### src/rtl/ex_mem_reg_pkg.sv
// Shared widths for the EX/MEM pipeline register slice.
package ex_mem_reg_pkg;
    localparam int unsigned DEF_DW = 32;
    localparam int unsigned DEF_AW = 5;
    localparam int unsigned CNT_W  = 2;
endpackage

### src/rtl/ex_mem_reg_if.sv
// Execute-to-memory bus: execute results, stall/flush control and madd feedback.
interface ex_mem_reg_if
    import ex_mem_reg_pkg::*;
#(
    parameter int unsigned DW = DEF_DW,
    parameter int unsigned AW = DEF_AW
);
    logic              stall_ex;
    logic              stall_mem;
    logic              flush;
    logic              ex_wreg;
    logic [AW-1:0]     ex_wd;
    logic [DW-1:0]     ex_wdata;
    logic              ex_whilo;
    logic [DW-1:0]     ex_hi;
    logic [DW-1:0]     ex_lo;
    logic [2*DW-1:0]   ex_hilo_tmp;
    logic [CNT_W-1:0]  ex_cnt;
    logic              mem_wreg;
    logic [AW-1:0]     mem_wd;
    logic [DW-1:0]     mem_wdata;
    logic              mem_whilo;
    logic [DW-1:0]     mem_hi;
    logic [DW-1:0]     mem_lo;
    logic              mem_valid;
    logic [2*DW-1:0]   hilo_tmp_o;
    logic [CNT_W-1:0]  cnt_o;

    modport master (
        output stall_ex, stall_mem, flush,
        output ex_wreg, ex_wd, ex_wdata, ex_whilo, ex_hi, ex_lo, ex_hilo_tmp, ex_cnt,
        input  mem_wreg, mem_wd, mem_wdata, mem_whilo, mem_hi, mem_lo, mem_valid,
        input  hilo_tmp_o, cnt_o
    );

    modport slave (
        input  stall_ex, stall_mem, flush,
        input  ex_wreg, ex_wd, ex_wdata, ex_whilo, ex_hi, ex_lo, ex_hilo_tmp, ex_cnt,
        output mem_wreg, mem_wd, mem_wdata, mem_whilo, mem_hi, mem_lo, mem_valid,
        output hilo_tmp_o, cnt_o
    );
endinterface

### src/rtl/ex_mem_reg_pipe_reg.sv
// Width-W register with synchronous reset, clear (to zero) and load enable.
module ex_mem_reg_pipe_reg #(
    parameter int unsigned W = 8
) (
    input  logic         clk,
    input  logic         rst,
    input  logic         clr,
    input  logic         en,
    input  logic [W-1:0] d,
    output logic [W-1:0] q
);
    logic [W-1:0] q_d;
    logic [W-1:0] q_q;

    always_comb begin
        q_d = q_q;
        if (rst || clr) begin
            q_d = '0;
        end else if (en) begin
            q_d = d;
        end
    end

    always_ff @(posedge clk) begin
        q_q <= q_d;
    end

    assign q = q_q;
endmodule

### src/rtl/ex_mem_reg.sv
// EX/MEM pipeline register with flush, bubble insertion, hold and madd/msub feedback.
module ex_mem_reg
    import ex_mem_reg_pkg::*;
#(
    parameter int unsigned DW = DEF_DW,
    parameter int unsigned AW = DEF_AW
) (
    input  logic         clk,
    input  logic         rst,
    ex_mem_reg_if.slave  bus
);
    localparam int unsigned PAY_W = 1 + 1 + AW + DW + 1 + DW + DW;
    localparam int unsigned FB_W  = 2 * DW + CNT_W;

    logic             bubble_c;
    logic             advance_c;
    logic             pay_clr_c;
    logic             fb_clr_c;
    logic [PAY_W-1:0] pay_d_c;
    logic [PAY_W-1:0] pay_q;
    logic [FB_W-1:0]  fb_d_c;
    logic [FB_W-1:0]  fb_q;

    // stall_ex=0 with stall_mem=1 is never produced upstream; it falls through to hold.
    always_comb begin
        bubble_c  = 1'b0;
        advance_c = 1'b0;
        if (bus.stall_ex && !bus.stall_mem) begin
            bubble_c = 1'b1;
        end else if (!bus.stall_ex && !bus.stall_mem) begin
            advance_c = 1'b1;
        end
    end

    // Payload is zeroed (NOP) on flush/bubble; feedback is zeroed once the op completes.
    assign pay_clr_c = bus.flush | bubble_c;
    assign fb_clr_c  = bus.flush | advance_c;

    assign pay_d_c = {1'b1, bus.ex_wreg, bus.ex_wd, bus.ex_wdata,
                      bus.ex_whilo, bus.ex_hi, bus.ex_lo};
    assign fb_d_c  = {bus.ex_hilo_tmp, bus.ex_cnt};

    ex_mem_reg_pipe_reg #(.W(PAY_W)) u_payload (
        .clk (clk),
        .rst (rst),
        .clr (pay_clr_c),
        .en  (advance_c),
        .d   (pay_d_c),
        .q   (pay_q)
    );

    ex_mem_reg_pipe_reg #(.W(FB_W)) u_feedback (
        .clk (clk),
        .rst (rst),
        .clr (fb_clr_c),
        .en  (bubble_c),
        .d   (fb_d_c),
        .q   (fb_q)
    );

    assign {bus.mem_valid, bus.mem_wreg, bus.mem_wd, bus.mem_wdata,
            bus.mem_whilo, bus.mem_hi, bus.mem_lo} = pay_q;
    assign {bus.hilo_tmp_o, bus.cnt_o} = fb_q;
endmodule

### src/flat_wrapper.sv
// flat-port wrapper written by rule: the top's interface ports become plain ports
module ex_mem_reg_flat import ex_mem_reg_pkg::*;
#(
    parameter int unsigned DW = DEF_DW,
    parameter int unsigned AW = DEF_AW
)
  (clk, rst, bus_stall_ex, bus_stall_mem, bus_flush, bus_ex_wreg, bus_ex_wd, bus_ex_wdata, bus_ex_whilo, bus_ex_hi, bus_ex_lo, bus_ex_hilo_tmp, bus_ex_cnt, bus_mem_wreg, bus_mem_wd, bus_mem_wdata, bus_mem_whilo, bus_mem_hi, bus_mem_lo, bus_mem_valid, bus_hilo_tmp_o, bus_cnt_o);
  ex_mem_reg_if #(.DW(DW), .AW(AW)) bus_i ();
  input  logic clk;
  input  logic rst;
  input wire logic [$bits(bus_i.stall_ex)-1:0] bus_stall_ex;
  input wire logic [$bits(bus_i.stall_mem)-1:0] bus_stall_mem;
  input wire logic [$bits(bus_i.flush)-1:0] bus_flush;
  input wire logic [$bits(bus_i.ex_wreg)-1:0] bus_ex_wreg;
  input wire logic [$bits(bus_i.ex_wd)-1:0] bus_ex_wd;
  input wire logic [$bits(bus_i.ex_wdata)-1:0] bus_ex_wdata;
  input wire logic [$bits(bus_i.ex_whilo)-1:0] bus_ex_whilo;
  input wire logic [$bits(bus_i.ex_hi)-1:0] bus_ex_hi;
  input wire logic [$bits(bus_i.ex_lo)-1:0] bus_ex_lo;
  input wire logic [$bits(bus_i.ex_hilo_tmp)-1:0] bus_ex_hilo_tmp;
  input wire logic [$bits(bus_i.ex_cnt)-1:0] bus_ex_cnt;
  output wire logic [$bits(bus_i.mem_wreg)-1:0] bus_mem_wreg;
  output wire logic [$bits(bus_i.mem_wd)-1:0] bus_mem_wd;
  output wire logic [$bits(bus_i.mem_wdata)-1:0] bus_mem_wdata;
  output wire logic [$bits(bus_i.mem_whilo)-1:0] bus_mem_whilo;
  output wire logic [$bits(bus_i.mem_hi)-1:0] bus_mem_hi;
  output wire logic [$bits(bus_i.mem_lo)-1:0] bus_mem_lo;
  output wire logic [$bits(bus_i.mem_valid)-1:0] bus_mem_valid;
  output wire logic [$bits(bus_i.hilo_tmp_o)-1:0] bus_hilo_tmp_o;
  output wire logic [$bits(bus_i.cnt_o)-1:0] bus_cnt_o;
  assign bus_i.stall_ex = bus_stall_ex;
  assign bus_i.stall_mem = bus_stall_mem;
  assign bus_i.flush = bus_flush;
  assign bus_i.ex_wreg = bus_ex_wreg;
  assign bus_i.ex_wd = bus_ex_wd;
  assign bus_i.ex_wdata = bus_ex_wdata;
  assign bus_i.ex_whilo = bus_ex_whilo;
  assign bus_i.ex_hi = bus_ex_hi;
  assign bus_i.ex_lo = bus_ex_lo;
  assign bus_i.ex_hilo_tmp = bus_ex_hilo_tmp;
  assign bus_i.ex_cnt = bus_ex_cnt;
  assign bus_mem_wreg = bus_i.mem_wreg;
  assign bus_mem_wd = bus_i.mem_wd;
  assign bus_mem_wdata = bus_i.mem_wdata;
  assign bus_mem_whilo = bus_i.mem_whilo;
  assign bus_mem_hi = bus_i.mem_hi;
  assign bus_mem_lo = bus_i.mem_lo;
  assign bus_mem_valid = bus_i.mem_valid;
  assign bus_hilo_tmp_o = bus_i.hilo_tmp_o;
  assign bus_cnt_o = bus_i.cnt_o;
  ex_mem_reg #(.DW(DW), .AW(AW)) u_core (.clk(clk), .rst(rst), .bus(bus_i));
endmodule
### config.mk
export PLATFORM = sky130hd
export DESIGN_NAME = ex_mem_reg_flat
export DESIGN_NICKNAME = d
export VERILOG_FILES = /design/src/rtl/ex_mem_reg_pkg.sv /design/src/rtl/ex_mem_reg_if.sv /design/src/rtl/ex_mem_reg_pipe_reg.sv /design/src/rtl/ex_mem_reg.sv /design/src/flat_wrapper.sv
export SDC_FILE = /design/constraint.sdc
export NUM_CORES = 1
export LEC_CHECK = 0
export ABC_AREA = 1
export CAP_MARGIN = 10
export CORE_AREA = 2 2 133 135
export DETAILED_ROUTE_END_ITERATION = 7
export DIE_AREA = 0 0 135 137
export PLACE_DENSITY = 0.81
export SYNTH_ARGS = -nofsm -noshare
export SYNTH_HDL_FRONTEND = slang
export SYNTH_SLANG_ARGS = --single-unit
### constraint.sdc
create_clock -name clk -period 1.45 [get_ports clk]
set_clock_uncertainty 0.15 [all_clocks]
set_input_delay 0.145 -clock clk [delete_from_list [all_inputs] [get_ports clk]]
set_output_delay 0.145 -clock clk [all_outputs]
set_load 0.1 [all_outputs]
# After elaboration in Yosys (flattened, before gate mapping)
# Cells that the tools add are included.
[word_totals]
regBits = 170
in_bits = 174
[classes]
mux = 3
bitwise_logic = 2
reduce_logical = 6
[op_table]
columns = ["op", "count"]
rows = [
  ["$mux W1", 3],
  ["$logic_and A1 B1 Y1", 2],
  ["$logic_not A1 Y1", 2],
  ["$logic_or A1 B1 Y1", 2],
  ["$or A1 B1 Y1", 2],
]

# Longest topological paths before layout
# Gate-level depths: netlist of the first run.
[depth]
ltp_word = 6
mapped_depth = 7

# Hierarchy
# Synthesis of the first run repeated with hierarchy kept, for this count alone.
[hier_totals]
cells_unflattened = 1086
hier_area_um2 = 7023.0
[modules_own_cells]
columns = ["module", "n_inst", "cells_each", "area_each_um2"]
rows = [
  ["ex_mem_reg_pipe_reg (u_core.u_payload)", 1, 659, 4270.3],
  ["ex_mem_reg_pipe_reg (u_core.u_feedback)", 1, 419, 2721.4],
  ["ex_mem_reg", 1, 8, 31.3],
]

# Worst setup path after synthesis of the first run
# Ideal clock, no wire load.
[synth_path]
kind = "reg2reg"
startpoint = "reg, netlist name u_core.u_payload.q[100]"
endpoint = "reg u_core.u_payload.q_q[100], in the netlist u_core.u_payload.q[100]"
setup_ps = 70
t_arrival_ps = 1163
required_ps = 1230
setup_slack_ps = 67
path_stages_with_launch = 3
synth_period_minus_slack_ps = 1383
cell_sequence = "dfxtp_1 > nand2_1 > a21oi_1"
[synth_lines]
columns = ["item", "line", "text"]
rows = [
  ["end signal: assignment", "ex_mem_reg_pipe_reg.sv:25", "q_q <= q_d;"],
  ["end: declaration", "ex_mem_reg_pipe_reg.sv:13", "logic [W-1:0] q_q;"],
]

# Worst setup path after layout of the first run
[layout_path]
startpoint = "reg u_core.u_feedback.q_q[16], in the netlist u_core.u_feedback.q[16]"
endpoint = "out bus_hilo_tmp_o[14]"
[layout_lines]
columns = ["item", "line", "text"]
rows = [
  ["start: declaration", "ex_mem_reg_pipe_reg.sv:13", ""],
  ["start signal: assignment", "ex_mem_reg_pipe_reg.sv:25", ""],
  ["end: declaration", "flat_wrapper.sv:29", "output wire logic [$bits(bus_i.hilo_tmp_o)-1:0] bus_hilo_tmp_o;"],
]
# No word-level cell between the ends.

==> results of run 1 <==
## cell families after synthesis
family          Yosys count  share of synthesized area [%]
buf+inv                  64                           6.08
flops                   170                           56.6
simple gates            346                           23.2
compound gates          169                           14.1
## registers in the layout (all words and copies together), names as in the netlist
name	flops
u_core.u_feedback.q	66
u_core.u_payload.q	104
## routing by layer
layer	GRT usage (%)	share of wire [%]	vias up
met5	0	0	-
met2	40.8	51	289
met3	8.19	7.6	72
met4	13.4	5.0	0
met1	25.2	36	2966
li1	-	-	3111
## cell usage in the layout (no fill, tap or decap)
cell type        Yosys  final
a21oi_1            169    169
inv_2                1      1
dfxtp_1            170    170
clkinv_4             0      1
clkbuf_16            0     17
buf_4               11     20
clkinvlp_4           0      3
inv_6                0      4
clkbuf_8             0      2
nand3_1             66     66
nand2_4              0      2
nor2_4               1      1
buf_12               0    183
bufinv_16            0      2
clkinv_2             0      3
inv_1                1      1
clkdlybuf4s50_1      0    172
nand2_2              3      2
nand2_1            273    272
buf_2               37      1
nor2_1               3      3
## path summary, 6_finish.rpt
kind                             end  slack [ns]  cells after the start
max               bus_hilo_tmp_o[14]        0.11                      1
min reg2reg   u_core.u_payload.q[20]        0.35                      2
min           u_core.u_payload.q[29]        0.13                      3
max reg2reg  u_core.u_feedback.q[64]        0.58                      2
## stage by stage
| stage | instance area, um2 | hold slack, ns | setup WS, ns | cells | total power [mW] |
|---|---|---|---|---|---|
| 3_5_place_dp | 11500 | 0.339 | -0.259 | 1288 | 6.93 |
| 5_1_grt | 12100 | 0.107 | 0.0654 | 1320 | 11.8 |
| 2_1_floorplan | 6010 | 0.142 | 0.0669 | 749 | 5.89 |
| 3_3_place_gp | 11500 | 0.332 | -0.198 | 1288 | 6.90 |
| 4_1_cts | 12100 | 0.113 | 0.0913 | 1320 | 11.5 |
| 6_report | 12100 | 0.127 | 0.107 | 1320 | 11.4 |
## power breakdown
part | internal (mW) | switching (mW) | total, mW
combinational | 0.900 | 1.09 | 1.99
sequential | 4.75 | 0.0886 | 4.84
clock | 2.65 | 1.96 | 4.60
total | 8.30 | 3.13 | 11.4
## area by class of cell
type	count	share of cell area [%]
inverters	2	0.0621
multi-input cells	515	18.7
clock inverters	13	1.17
repair buffers	376	45.9
well taps	225	2.33
clock buffers	19	3.75
flip-flops and latches	170	28.2
==> parameters.txt, run 1 <==
Parameter                              Value

Critical path
  Buf+Inv Stages, Crit Path    1
  Nature of the critical path endpoint    output port
  Highest net fanout along the worst path    2
  Beginning of the critical path    u_core.u_feedback.q[16]
  Data arrival time of the critical path    1.05 ns
  Standard cell with the maximum stage delay on the critical path    dfxtp_1
  Critical Path Source Type    register
  Cell chain of the critical path    buf_12
  Stage delay of the slowest cell on the critical path    0.42 ns
  WP data required    1.15 ns
  FF-to-FF Start    u_core.u_feedback.q[64]
  Type of the worst setup path    reg2out
  Kind of cell adding the most delay to the critical path    flip-flops

Global route
  Vias in the first global route    6516
  Initial antenna violation count    0
  Overall routing resource usage    23.6%
  Largest net degree at the start of global routing    62
  Global-route wire length before repair    34000 um
  Leftover overflow at the end of global routing    0

Timing
  Final Slew Violations    0
  Slew at the pin closest to its max-slew limit    0.285 ns
  Final hold viol count    0
  Final clock period utilization by the worst path    92.6%
  Setup-failing EPs final    0
  Maximum clock frequency    0.745 GHz
  Setup repair after global routing missed its margin    false
  Clock period minus worst slack    1.34 ns
  Max-slew headroom    81.0%
  Setup_tns    0 ns

Synth
  Post-synth top cells    nand2_1 (273), dfxtp_1 (170), a21oi_1 (169)
  Yosys warning count    0
  Sequential fraction of the synthesis area    56.6%
  Post-Synthesis Cell Area    0.00601 mm2
  Post-Synthesis Cells    749
  Async set-or-reset flop fraction in the synthesized netlist    0%
  Top flip-flop cell by instance count after synthesis    dfxtp_1
  Mapped Nets    923
  Number of enable-type register cells in the synthesized netlist    0
  Avg Cell Area, Syn    8.03 um2
  Top cells by area, synth    dfxtp_1 (57%), nand2_1 (17%), a21oi_1 (14%)
  Cell variety after synth    14
  Fraction of post-synthesis cell area in the top cell type by area    56.6%
  Most common cell in the synthesized netlist    nand2_1
  Yosys top cell by area    dfxtp_1
  Register bit total from synthesis    170

Floorplanning
  Area of the die    0.0185 mm2
  X dimension of the die    135 um
  Boundary Pins    344
  Row Count    48
  Core region area    0.0171 mm2
  Die Height    137 um
  Effective utilization at floorplan    35.2%

Route
  Number of iterations in the first detailed-routing pass    5
  Post-detailed-route wirelength per cell    16.9 um
  Via density per instance    4.88
  Wire length reported by the detailed router    22300 um
  DR DRC count    0
  Total number of vias    6438
  1st-iter DRT viols    335
  DRT antenna net count    0

Clock tree
  H-Tree Level Count    4
  Clock Pin Slew Worst Setup and Hold Paths    0.07 ns
  Sinks on Clock Net    170
  TritonCTS Buffers    17
  Post-cts sizing count    0
  Buffers inserted during post-CTS setup optimization    0
  Clock latency on the worst-skew pair    0.42 ns
  Worst-case clock buffer depth    2
  CTS Root Cell    clkbuf_16
  Cts hold-fix bufs    0
  CTS tree    done

Place
  Final weighted congestion in routability-driven placement    0.838
  Number of port buffers    343
  Post-detailed-placement half-perimeter wirelength    16900 um

Hold path
  Startpoint of the most critical hold path    bus_ex_lo[29]
  Kind of path behind the tightest hold check    in2reg

Final layout
  Layout filler cell count    1167
  Layout Utilization    70.8%
  Signed area change from the synthesized netlist to the final layout    101%
  Net count of the finished layout    1256
  Proportion of layout cells with a drive suffix above 1    22.1%
  Antenna Diode Count    0
  Area of the multi-input gates    0.00225 mm2
  Area taken by flip-flops and latches    0.00340 mm2

Power and ir drop
  Static Leak    4.39 nW
  Total power per unit cell area    946 mW/mm2
  Peak supply drop    0.732 mV

Job
  Max-cap check violation count    0

Status
  Outcome    finished, final reports clean
(Power assumes the default switching activity.)
==> run 2: changes to the inputs <==
Settings changed: CORE_AREA 2 2 133 135 to 2 2 135 137, CTS_BUF_LIST set to sky130_fd_sc_hd__clkbuf_8, CTS_CLUSTER_SIZE set to 24, DIE_AREA 0 0 135 137 to 0 0 137 139, PLACE_DENSITY 0.81 to 0.79.
==> parameters.txt, run 2 (same netlist as run 1, synthesis figures left out) <==
Parameter                              Value

Status
  Outcome    finished, final reports clean

Clock tree
  CTS tree    done
  Clock latency on the worst-skew pair    0.46 ns (+0.04 ns)
  Post-cts sizing count    0 (unchanged)
  Sinks on Clock Net    170 (unchanged)
  Buffers inserted during post-CTS setup optimization    0 (unchanged)
  CTS Root Cell    clkbuf_8
  H-Tree Level Count    4 (unchanged)
  Clock Pin Slew Worst Setup and Hold Paths    0.09 ns (+0.02 ns)
  Cts hold-fix bufs    0 (unchanged)
  TritonCTS Buffers    17 (unchanged)
  Worst-case clock buffer depth    2 (unchanged)

Power and ir drop
  Combinational share of power    19.5% (+2.1 points)
  Peak supply drop    0.596 mV (-19%)
  Total power per unit cell area    859 mW/mm2 (-9.2%)
  P_sw    2.99 mW (-4.6%)
  Power, Total    10.2 mW (-11%)
  Sw frac    29.2% (+1.8 points)
  Total internal power    7.24 mW (-13%)
  Clock group share of total power    33.3% (-7.0 points)
  Sequential share of power    47.3% (+5.0 points)
  Static Leak    4.31 nW (-1.8%)

Floorplanning
  Effective utilization at floorplan    34.0% (-1.2 points)
  Row Count    49 (+2.1%)
  X dimension of the die    137 um (+1.5%)
  Area of the die    0.0190 mm2 (+3.0%)
  Core region area    0.0177 mm2 (+3.5%)
  Die Height    139 um (+1.5%)
  Boundary Pins    344 (unchanged)

Timing
  Slew at the pin closest to its max-slew limit    0.378 ns (+0.0929 ns)
  Final clock period utilization by the worst path    96.7% (+4.1 points)
  Final Slew Violations    0 (unchanged)
  Clock period minus worst slack    1.40 ns (+0.0595 ns)
  Final hold viol count    0 (unchanged)
  Max-slew headroom    74.7% (-6.3 points)
  Setup-failing EPs final    0 (unchanged)
  Least setup slack across all paths after layout    0.0474 ns (-0.0595 ns)
  Setup repair after global routing missed its margin    false
  Maximum clock frequency    0.713 GHz (-4.2%)

Place
  Final weighted congestion in routability-driven placement    0.788 (-5.9%)
  Post-detailed-placement half-perimeter wirelength    16500 um (-2.6%)
  Dpl cell area    0.0115 mm2 (+0.26%)
  Number of port buffers    343 (unchanged)
  Placement Setup Slack    -0.266 ns (-0.00708 ns)

Final layout
  Layout Utilization    67.5% (-3.4 points)
  Layout filler cell count    1293 (+11%)
  Most common cell after layout, fill and taps aside    nand2_1
  Post-route cell area    0.0119 mm2 (-1.4%)
  Antenna Diode Count    0 (unchanged)
  Top library cells by usage in the layout, fill and taps aside    nand2_1 (272), buf_12 (185), clkdlybuf4s50_1 (172), dfxtp_1 (170), a21oi_1 (169)
  Proportion of layout cells with a drive suffix above 1    21.9% (-0.18 points)
  Net count of the finished layout    1256 (unchanged)
  Number of flip-flops in the largest register    104 (unchanged)
  Signed area change from the synthesized netlist to the final layout    98.1%

Critical path
  Highest net fanout along the worst path    2 (unchanged)
  Data arrival time of the critical path    1.11 ns (+0.06 ns)
  Critical Path Source Type    register
  Cell chain of the critical path    buf_12
  Kind of cell adding the most delay to the critical path    flip-flops
  WP data required    1.15 ns (about the same)
  Buf+Inv Stages, Crit Path    1 (unchanged)
  Nature of the critical path endpoint    output port
  Type of the worst setup path    reg2out
  Standard cell with the maximum stage delay on the critical path    dfxtp_1
  Stage delay of the slowest cell on the critical path    0.45 ns (+0.03 ns)

Route
  DRT antenna net count    0 (unchanged)
  Total number of vias    6424 (-0.22%)
  Post-detailed-route wirelength per cell    16.4 um (-3.0%)
  Wire length reported by the detailed router    21700 um (-2.7%)
  Via density per instance    4.85 (-0.52%)
  1st-iter DRT viols    316 (-5.7%)
  Number of iterations in the first detailed-routing pass    4 (-1)
  DR DRC count    0 (unchanged)

Job
  Max-cap check violation count    0 (unchanged)

Global route
  Leftover overflow at the end of global routing    0 (unchanged)
  Vias in the first global route    6586 (+1.1%)
  Overall routing resource usage    22.9% (-0.67 points)
  Initial antenna violation count    0 (unchanged)
  Largest net degree at the start of global routing    44 (-29%)
  Global-route wire length before repair    34200 um (+0.65%)

Hold path
  Kind of path behind the tightest hold check    in2reg
[run 2: final timing paths]
kind,from,end,slack [ns],cells after the start
min,bus_ex_lo[26],u_core.u_payload.q[26],0.09,3
max,u_core.u_payload.q[98],bus_mem_wd[1],0.05,1
min reg2reg,u_core.u_feedback.q[38],u_core.u_feedback.q[38],0.35,2
max reg2reg,u_core.u_payload.q[83],u_core.u_payload.q[83],0.51,2
[run 2: area by class of cell]
class                           instances  area [um2]  area share (%)
Timing Repair Buffer                  376        5570            46.7
Sequential cell                       170        3400            28.6
Multi-Input combinational cell        515        2250            18.9
Tap cell                              229         287            2.41
Clock buffer                           18         248            2.08
Clock inverter                         14         145            1.22
Inverter                                2        7.51          0.0630
[run 2: stage by stage]
step                      setup TNS, ns  hold WS, ns  instances
after floorplan                       0        0.142        749
after global placement           -24.24        0.333       1292
after detailed placement         -30.39        0.338       1292
after CTS                             0       0.0489       1324
after global routing                  0       0.0718       1324
final                                 0       0.0888       1324
[run 2: power by group through the flow]
stage	clock network [mW]	logic (mW)	registers, mW
6_report	3.40	1.99	4.84
5_1_grt	3.67	2.09	4.85
4_1_cts	3.49	2.00	4.84
2_1_floorplan	0	0.399	5.49
3_3_place_gp	0	1.97	4.94
3_5_place_dp	0	1.99	4.94
[run 2: metal layers]
metal,track usage [%],wire (um),vias to the layer above
met3,6.25,1510,50
met2,40.0,11500,270
met1,25.3,7980,3001
li1,-,-,3103
met5,0,0,-
met4,11.3,788,0
==> run 3: changes to the inputs <==
Settings changed: PLACE_DENSITY 0.79 to 0.73.
==> parameters.txt, run 3 (same netlist as run 1, synthesis figures left out) <==
Parameter                              Value

Timing
  Setup_tns    0 ns (unchanged)
  Final hold viol count    0 (unchanged)
  Least setup slack across all paths after layout    0.0960 ns (+0.0486 ns)
  Clock period minus worst slack    1.35 ns (-0.0486 ns)
  Max-slew headroom    80.3% (+5.6 points)
  Maximum clock frequency    0.739 GHz (+3.6%)
  Final Slew Violations    0 (unchanged)
  Setup repair after global routing missed its margin    false
  Slew at the pin closest to its max-slew limit    0.295 ns (-0.0823 ns)
  Final clock period utilization by the worst path    93.4% (-3.4 points)
  Setup-failing EPs final    0 (unchanged)

Global route
  Initial antenna violation count    0 (unchanged)
  Leftover overflow at the end of global routing    0 (unchanged)
  Vias in the first global route    6219 (-5.6%)
  Global-route wire length before repair    32700 um (-4.5%)
  Overall routing resource usage    21.9% (-1.0 points)
  Largest net degree at the start of global routing    67 (+52%)

Clock tree
  Buffers inserted during post-CTS setup optimization    0 (unchanged)
  CTS Root Cell    clkbuf_8
  TritonCTS Buffers    17 (unchanged)
  CTS tree    done
  Post-cts sizing count    0 (unchanged)
  Clock Pin Slew Worst Setup and Hold Paths    0.10 ns (about the same)
  Cts hold-fix bufs    0 (unchanged)
  H-Tree Level Count    4 (unchanged)
  Worst-case clock buffer depth    2 (unchanged)
  Clock latency on the worst-skew pair    0.44 ns (-0.02 ns)
  Sinks on Clock Net    170 (unchanged)

Final layout
  Layout filler cell count    1339 (+3.6%)
  Most common cell after layout, fill and taps aside    nand2_1
  Final non-filler cell total    1323 (-0.076%)
  Top library cells by usage in the layout, fill and taps aside    nand2_1 (272), buf_12 (187), clkdlybuf4s50_1 (172), dfxtp_1 (170), a21oi_1 (169)
  Net count of the finished layout    1256 (unchanged)
  Antenna Diode Count    0 (unchanged)
  Number of flip-flops in the largest register    104 (unchanged)
  Proportion of layout cells with a drive suffix above 1    21.9% (about the same)
  Signed area change from the synthesized netlist to the final layout    98.8%

Hold path
  Kind of path behind the tightest hold check    in2reg
  Startpoint of the most critical hold path    bus_ex_wdata[12]

Floorplanning
  Boundary Pins    344 (unchanged)
  Effective utilization at floorplan    34.0% (unchanged)
  Row Count    49 (unchanged)
  Die Height    139 um (unchanged)
  X dimension of the die    137 um (unchanged)
  Area of the die    0.0190 mm2 (unchanged)
  Core region area    0.0177 mm2 (unchanged)

Place
  Placement Setup Slack    -0.233 ns (+0.0337 ns)
  Final weighted congestion in routability-driven placement    0.817 (+3.6%)
  Number of port buffers    343 (unchanged)
  Placed cell count    1292 (unchanged)
  Post-detailed-placement half-perimeter wirelength    15800 um (-4.0%)

Power and ir drop
  Total internal power    7.37 mW (+1.8%)
  Power, Total    10.3 mW (+0.88%)
  P_sw    2.95 mW (-1.4%)
  Sequential share of power    46.8% (-0.5 points)
  Combinational share of power    19.3% (-0.2 points)
  Total power per unit cell area    864 mW/mm2 (+0.56%)
  Peak supply drop    0.641 mV (+7.6%)
  Sw frac    28.6% (-0.67 points)
  Clock group share of total power    33.8% (+0.5 points)
  Static Leak    4.32 nW (+0.25%)

Critical path
  Nature of the critical path endpoint    output port
  Type of the worst setup path    reg2out
  WP data required    1.15 ns (about the same)
  Data arrival time of the critical path    1.06 ns (-0.05 ns)
  Critical Path Source Type    register
  Kind of cell adding the most delay to the critical path    flip-flops
  Cell chain of the critical path    buf_12
  FF-to-FF Start    u_core.u_payload.q[72]
  Beginning of the critical path    u_core.u_payload.q[32]
  Stage delay of the slowest cell on the critical path    0.41 ns (-0.04 ns)
  Standard cell with the maximum stage delay on the critical path    dfxtp_1
  Highest net fanout along the worst path    2 (unchanged)
  Buf+Inv Stages, Crit Path    1 (unchanged)

Route
  DRT antenna net count    0 (unchanged)
  Wire length reported by the detailed router    21100 um (-3.0%)
  Total number of vias    6288 (-2.1%)
  Via density per instance    4.75 (-2.0%)
  1st-iter DRT viols    341 (+7.9%)
  Post-detailed-route wirelength per cell    15.9 um (-2.9%)
  Number of iterations in the first detailed-routing pass    5 (+1)
  DR DRC count    0 (unchanged)

Job
  Max-cap check violation count    0 (unchanged)

Status
  Outcome    finished, final reports clean
## run 3: cell count changes in the layout (fill, tap and decap cells not counted), sizes merged
| cell | delta |
|---|---|
| clkbuf | -1 |
| bufinv | +1 |
| inv | -1 |
| clkinv | +2 |
| clkinvlp | -2 |
## run 3: final cells by class
class	instances	area, um2	share of cell area (%)
clock inverters	14	171	1.43
clock buffers	17	234	1.96
multi-input cells	515	2250	18.9
well taps	229	287	2.40
repair buffers	376	5590	46.8
flip-flops and latches	170	3400	28.5
inverters	2	7.51	0.0628
## run 3: worst min-delay path, stage by stage
cell	delay [ns]
clkdlybuf4s50_1	0.40
nand2_1	0.06
a21oi_1	0.05
## run 3: per-layer routing
metal | up-vias | part of all wire (%) | global-route usage (%)
li1 | 3108 | - | -
met1 | 2894 | 39 | 25.1
met2 | 239 | 51 | 37.3
met3 | 47 | 7.2 | 6.14
met4 | 0 | 3.5 | 10.4
met5 | - | 0 | 0
## run 3: path summary, 6_finish.rpt
kind,cells past startpoint,slack (ns),to
min,3,0.1,u_core.u_payload.q[77]
max reg2reg,2,0.61,u_core.u_payload.q[72]
max,1,0.1,bus_mem_hi[0]
min reg2reg,2,0.35,u_core.u_feedback.q[36]
## run 3: power by group through the flow
| stage | Combinational, mW | Sequential, mW | Clock [mW] |
|---|---|---|---|
| floorplan | 0.399 | 5.49 | 0 |
| global placement | 1.98 | 4.94 | 0 |
| detailed placement | 2.00 | 4.94 | 0 |
| CTS | 2.00 | 4.83 | 3.61 |
| global route | 2.09 | 4.84 | 3.76 |
| finish | 2.00 | 4.83 | 3.49 |
## run 3: through the flow
step,area [um2],utilization [%],hold slack (ns)
floorplan,6010,-,0.142
detailed placement,11500,65.4,0.338
CTS,11900,67.7,0.0580
global route,11900,67.7,0.0800
global placement,11500,65.4,0.334
finish,11900,67.7,0.0977
